`src/rtl/ctrl_int.sv`:
```
`default_nettype none
// ============================================================================
// Module      : ctrl_int
// Description : Interrupt controller for the CPU. Rising edges on the four
//               I/O request lines are latched as pending interrupts. A software
//               mask blocks selection. One request at a time is presented to
//               the control unit (uc) with a handler vector address, and the
//               accept / service / end-of-interrupt handshake is sequenced.
//               Interrupts do not nest.
// Revision    : 1.0 - initial release
// ----------------------------------------------------------------------------
// Optional    : CTRL_INT_ROUND_ROBIN_EN
//               When defined, the source is chosen by round-robin starting after
//               the last acknowledged source.
//               When undefined, the choice is fixed priority with bit 0 highest.
// ----------------------------------------------------------------------------
// Ports
//   clk        in   1       system clock, rising edge
//   reset      in   1       synchronous active-high reset
//   irq        in   4       request levels, bit i = port e(i+1)
//   we_mask    in   1       mask write strobe
//   mask_in    in   4       new mask value (1 = source disabled)
//   int_ack    in   1       uc accepts the presented request (pulse)
//   int_eoi    in   1       uc signals end of handler (pulse)
//   int_req    out  1       interrupt request to uc
//   vector     out  ADDR_W  handler address, valid while int_req=1
//   pending    out  4       pending-interrupt register
//   mask       out  4       current mask register
//   in_service out  1       handler currently executing
// ============================================================================
module ctrl_int #(
  parameter int                ADDR_W   = 10,
  parameter logic [ADDR_W-1:0] VEC_BASE = 10'h3F0
) (
  input  logic              clk,
  input  logic              reset,
  input  logic [3:0]        irq,
  input  logic              we_mask,
  input  logic [3:0]        mask_in,
  input  logic              int_ack,
  input  logic              int_eoi,
  output logic              int_req,
  output logic [ADDR_W-1:0] vector,
  output logic [3:0]        pending,
  output logic [3:0]        mask,
  output logic              in_service
);

  localparam logic [1:0] S_IDLE = 2'd0;
  localparam logic [1:0] S_REQ  = 2'd1;
  localparam logic [1:0] S_SERV = 2'd2;

  logic [1:0]        state_q, state_d;
  logic [3:0]        irq_q;
  logic [3:0]        pending_q, pending_d;
  logic [3:0]        mask_q, mask_d;
  logic [1:0]        sel_q, sel_d;
  logic [ADDR_W-1:0] vector_q, vector_d;
  logic              int_req_q, int_req_d;
  logic              in_service_q, in_service_d;

  logic [3:0]        rise;
  logic [3:0]        eligible;
  logic [3:0]        clr;
  logic [1:0]        win;
  logic              win_valid;
  logic              take;

  assign rise      = irq & ~irq_q;
  assign eligible  = pending_q & ~mask_q;
  assign win_valid = |eligible;
  assign take      = (state_q == S_REQ) && int_ack;
  // Only the acknowledged source is cleared; a new edge in that same cycle is
  // OR-ed back in afterwards so the set takes precedence.
  assign clr       = take ? (4'b0001 << sel_q) : 4'b0000;

`ifdef CTRL_INT_ROUND_ROBIN_EN
  logic [1:0] last_q, last_d;
  logic [1:0] rr_idx;
  logic       rr_found;

  // Search starts one past the last served source and wraps modulo 4.
  always_comb begin
    win      = 2'd0;
    rr_idx   = 2'd0;
    rr_found = 1'b0;
    for (int k = 0; k < 4; k++) begin
      rr_idx = last_q + 2'(k + 1);
      if (!rr_found && eligible[rr_idx]) begin
        win      = rr_idx;
        rr_found = 1'b1;
      end
    end
  end

  always_comb begin
    last_d = last_q;
    if (take) begin
      last_d = sel_q;
    end
  end

  // Reset to 3 so that the first search begins at source 0.
  always_ff @(posedge clk) begin
    if (reset) begin
      last_q <= 2'd3;
    end else begin
      last_q <= last_d;
    end
  end
`else
  // Fixed priority: scan from the top down so the lowest index wins.
  always_comb begin
    win = 2'd0;
    for (int k = 3; k >= 0; k--) begin
      if (eligible[k]) begin
        win = 2'(k);
      end
    end
  end
`endif

  // State register and all other storage
  always_ff @(posedge clk) begin
    if (reset) begin
      state_q      <= S_IDLE;
      irq_q        <= irq;  // levels held through reset do not create an edge
      pending_q    <= 4'b0000;
      mask_q       <= 4'b1111;
      sel_q        <= 2'd0;
      vector_q     <= '0;
      int_req_q    <= 1'b0;
      in_service_q <= 1'b0;
    end else begin
      state_q      <= state_d;
      irq_q        <= irq;
      pending_q    <= pending_d;
      mask_q       <= mask_d;
      sel_q        <= sel_d;
      vector_q     <= vector_d;
      int_req_q    <= int_req_d;
      in_service_q <= in_service_d;
    end
  end

  // Next-state logic
  always_comb begin
    state_d = state_q;
    case (state_q)
      S_IDLE:  if (win_valid) state_d = S_REQ;
      S_REQ:   if (int_ack)   state_d = S_SERV;
      S_SERV:  if (int_eoi)   state_d = S_IDLE;
      default: state_d = S_IDLE;
    endcase
  end

  // Output and datapath next values
  always_comb begin
    pending_d    = (pending_q & ~clr) | rise;
    mask_d       = we_mask ? mask_in : mask_q;
    sel_d        = sel_q;
    vector_d     = vector_q;
    int_req_d    = int_req_q;
    in_service_d = in_service_q;
    case (state_q)
      S_IDLE: begin
        if (win_valid) begin
          sel_d     = win;
          vector_d  = VEC_BASE + ADDR_W'(win);
          int_req_d = 1'b1;
        end
      end
      S_REQ: begin
        if (int_ack) begin
          int_req_d    = 1'b0;
          in_service_d = 1'b1;
        end
      end
      S_SERV: begin
        if (int_eoi) begin
          in_service_d = 1'b0;
        end
      end
      default: begin
        int_req_d    = 1'b0;
        in_service_d = 1'b0;
      end
    endcase
  end

  assign int_req    = int_req_q;
  assign vector     = vector_q;
  assign pending    = pending_q;
  assign mask       = mask_q;
  assign in_service = in_service_q;

endmodule
`default_nettype wire

```
`config.mk`:
```
export PLATFORM = sky130hd
export DESIGN_NAME = ctrl_int
export DESIGN_NICKNAME = d
export VERILOG_FILES = /design/src/rtl/ctrl_int.sv
export SDC_FILE = /design/constraint.sdc
export NUM_CORES = 1
export LEC_CHECK = 0
export BUFFER_PORTS_ARGS = -buffer_cell sky130_fd_sc_hd__buf_2
export CORE_ASPECT_RATIO = 1.1
export CORE_UTILIZATION = 49
export CTS_CLUSTER_DIAMETER = 30
export CTS_CLUSTER_SIZE = 28
export DETAILED_ROUTE_END_ITERATION = 16
export GPL_TIMING_DRIVEN = 1
export PLACE_DENSITY_LB_ADDON = 0.05
export SYNTH_ARGS = -nofsm -noshare
export SYNTH_HDL_FRONTEND = slang
export SYNTH_SLANG_ARGS = --single-unit
```
`constraint.sdc`:
```
create_clock -name clk -period 1.45 [get_ports clk]
set_clock_uncertainty 0.05 [all_clocks]
set_input_delay 0.145 -clock clk [delete_from_list [all_inputs] [get_ports clk]]
set_output_delay 0.145 -clock clk [all_outputs]
set_load 0.1 [all_outputs]
```
==> impl_metrics.env <==
export IMPL_outcome="finished clean"
export IMPL_max_stage_delay_ps=440
export IMPL_synthXorXnorAreaFrac_pct=0
export IMPL_p_int_mw=0.761
export IMPL_path_buf_inv=1
export IMPL_crit_slowest_cell="buf_2"
export IMPL_cts_resized=0
export IMPL_viasPerCell=4.85
export IMPL_synth_mux_area_share_pct=1.23
export IMPL_finalCriticalPeriod_ps=1330
export IMPL_multi_input_area_sq_um=378
export IMPL_totalWireLength_um=1420
export IMPL_gr_total_overflow=0
export IMPL_synthAdderAreaFrac_pct=0
export IMPL_antenna_found_initial=0
export IMPL_p_seq_share_pct=44.6
export IMPL_cts_tree="yes"
export IMPL_setup_violations=0
export IMPL_fillers=139
export IMPL_syn_area_per_cell_sq_um=9.95
export IMPL_synth_seq_cells=19
export IMPL_register_area_sq_um=394
export IMPL_stdcell_count=131
export IMPL_drt_iter0_drc=5
export IMPL_finalCritPeriodShare_pct=91.9
export IMPL_clk_latency_ps=290
export IMPL_synth_most_common_cell="dfxtp_1"
export IMPL_fmax_mhz=750
export IMPL_drtAntennaViolNets=0
export IMPL_worstPathArrival_ps=1140
export IMPL_synth_top_area_cell="dfxtp_1"
export IMPL_drv_slew=0
export IMPL_pin_count=33
export IMPL_nets=128
export IMPL_combPwrFrac_pct=36.1
export IMPL_endpoint_kind="output port"
export IMPL_yosys_area_share_simple_pct=26.1
export IMPL_finalWeightedCongestion=0.642
export IMPL_first_pass_iters=4
export IMPL_vias=636
export IMPL_num_rows=15
export IMPL_grt_pass1_vias=542
export IMPL_required_ps=1250
export IMPL_cts_root_buf="clkbuf_4"
export IMPL_p_leak_nw=0.477
export IMPL_cts_hold_buf=5
export IMPL_path_clk_slew_ps=110
export IMPL_grt_pass1_wl_um=2210
export IMPL_grt_usage_pct=18.0
export IMPL_async_flop_share_pct=0
export IMPL_postCtsSetupRepairBufs=0
export IMPL_hp_class="input pin to register"
export IMPL_drc=0
export IMPL_p_per_area_nw_per_um2=1310
export IMPL_syn_inst=82
export IMPL_whs_ps=10.8
export IMPL_netlist_area_sq_um=816
export IMPL_yosysTopAreaCellShare_pct=46.6
export IMPL_p_switching_mw=0.578
export IMPL_max_cap_violations=0
export IMPL_synth_edf_count=0
export IMPL_grt_max_degree=17
export IMPL_dieArea_sq_um=1830
export IMPL_numPortBuffers=30
export IMPL_ir_drop_mv=0.726
export IMPL_wl_per_cell_um=10.9
export IMPL_synthTopCellsByCount="dfxtp_1, a21oi_1, buf_4, nand2b_1, nand2_1"
export IMPL_final_core_util_pct=65.8
export IMPL_crit_family="buffers and inverters"
export IMPL_path_class="register to output port"
export IMPL_path_max_fanout=6
export IMPL_cp_start_kind="register"
export IMPL_htreeDepth=1
export IMPL_synth_cell_types=22
export IMPL_synth_compound_area_share_pct=18.1
export IMPL_finalSetupTns_ps=0
export IMPL_fp_dieH_um=44.8
export IMPL_ys_seq_area_share_pct=46.6
export IMPL_die_width_um=40.9
export IMPL_drive_above_1_share_pct=48.2
export IMPL_synthTopCellsByArea="dfxtp_1, nand2b_4, buf_4, a21oi_1, nand2b_1"
export IMPL_yosys_warnings=0
export IMPL_dp_hpwl_um=1070
export IMPL_swShare_pct=43.2
export IMPL_synth_top_family_by_area="simple AND/OR/NAND/NOR gates"
export IMPL_initial_utilization_pct=52.4
export IMPL_numCtsBuffers=3
export IMPL_p_clk_share_pct=19.4
export IMPL_syn2layout_area_growth_pct=25.6
export IMPL_place_inst=122
export IMPL_hold_viol=0
export IMPL_core_area_sq_um=1560
export IMPL_diodes=0
export IMPL_crit_chain="buf_2"
export IMPL_cts_sinks=19
export IMPL_synth_flop_cell="dfxtp_1"
export IMPL_ctsLongestPathBuffers=2
export IMPL_grt_setup_unrepaired="false"
routing by layer:
layer	part of all wire [%]	wire length, um	global-route usage [%]
met1	45	636	22.2
met2	50	709	28.4
met3	4.6	65	3.45
met4	0.84	12	10.0
met5	0	0	0
power groups by stage:
stage                     registers, mW  clock network (mW)  logic (mW)
final                             0.597               0.259       0.483
after global routing              0.604               0.289       0.505
after global placement            0.609                   0       0.470
after floorplan                   0.792                   0       0.241
after detailed placement          0.610                   0       0.474
after CTS                         0.598               0.273       0.485
stage by stage:
stage                     cell area, sq um  worst slack (ps)  total power, mW
after detailed placement               947               337             1.08
after floorplan                        833              46.0             1.03
after global placement                 947               398             1.08
after CTS                             1020               102             1.36
after global routing                  1020              79.8             1.40
final                                 1020               117             1.34
final timing paths:
kind	start	to	slack [ps]	cells after the start
hold / removal	mask_in[2]	mask[2]	10	2
hold reg to reg	irq_q[1]	pending[1]	430	2
setup / recovery	vector[1]	vector[1]	120	1
setup reg to reg	state_q[0]	pending[0]	330	3
cells in the final DEF (no fill, tap or decap), types with 2 or more instances in the layout:
cell / instances
a21oi_1: 9
nor2_1: 4
dfxtp_2: 11
buf_2: 30
a211o_1: 4
nand2_1: 6
nand2b_1: 7
clkbuf_4: 3
dfxtp_1: 8
dlygate4sd3_1: 5
o21ai_1: 4
conb_1: 2
a211oi_1: 2
nand2b_4: 4
nor2b_1: 5
layout make-up:
class	instances	area share, %
sequential	19	38.5
timing repair buffer	35	19.5
tap	17	2.08
inverter	1	0.366
clock buffer	3	2.20
clock inverter	1	0.488
multi-input combinational	55	36.9
flip-flops by register name (all words and copies together), names as in the netlist:
| register | count |
|---|---|
| in_service | 1 |
| int_req | 1 |
| pending | 4 |
| vector | 2 |
| state_q | 2 |
| irq_q | 4 |
| mask | 4 |
| sel_q | 1 |
logic make-up (layout without fill, tap and decap cells):
kind of cell    after synthesis  after routing
compound gates               22             22
mux                           1              1
simple gates                 30             30
buf+inv                       9             40
flops                        19             19
other cells                   1              2
Power figures use the tool's default switching activity.
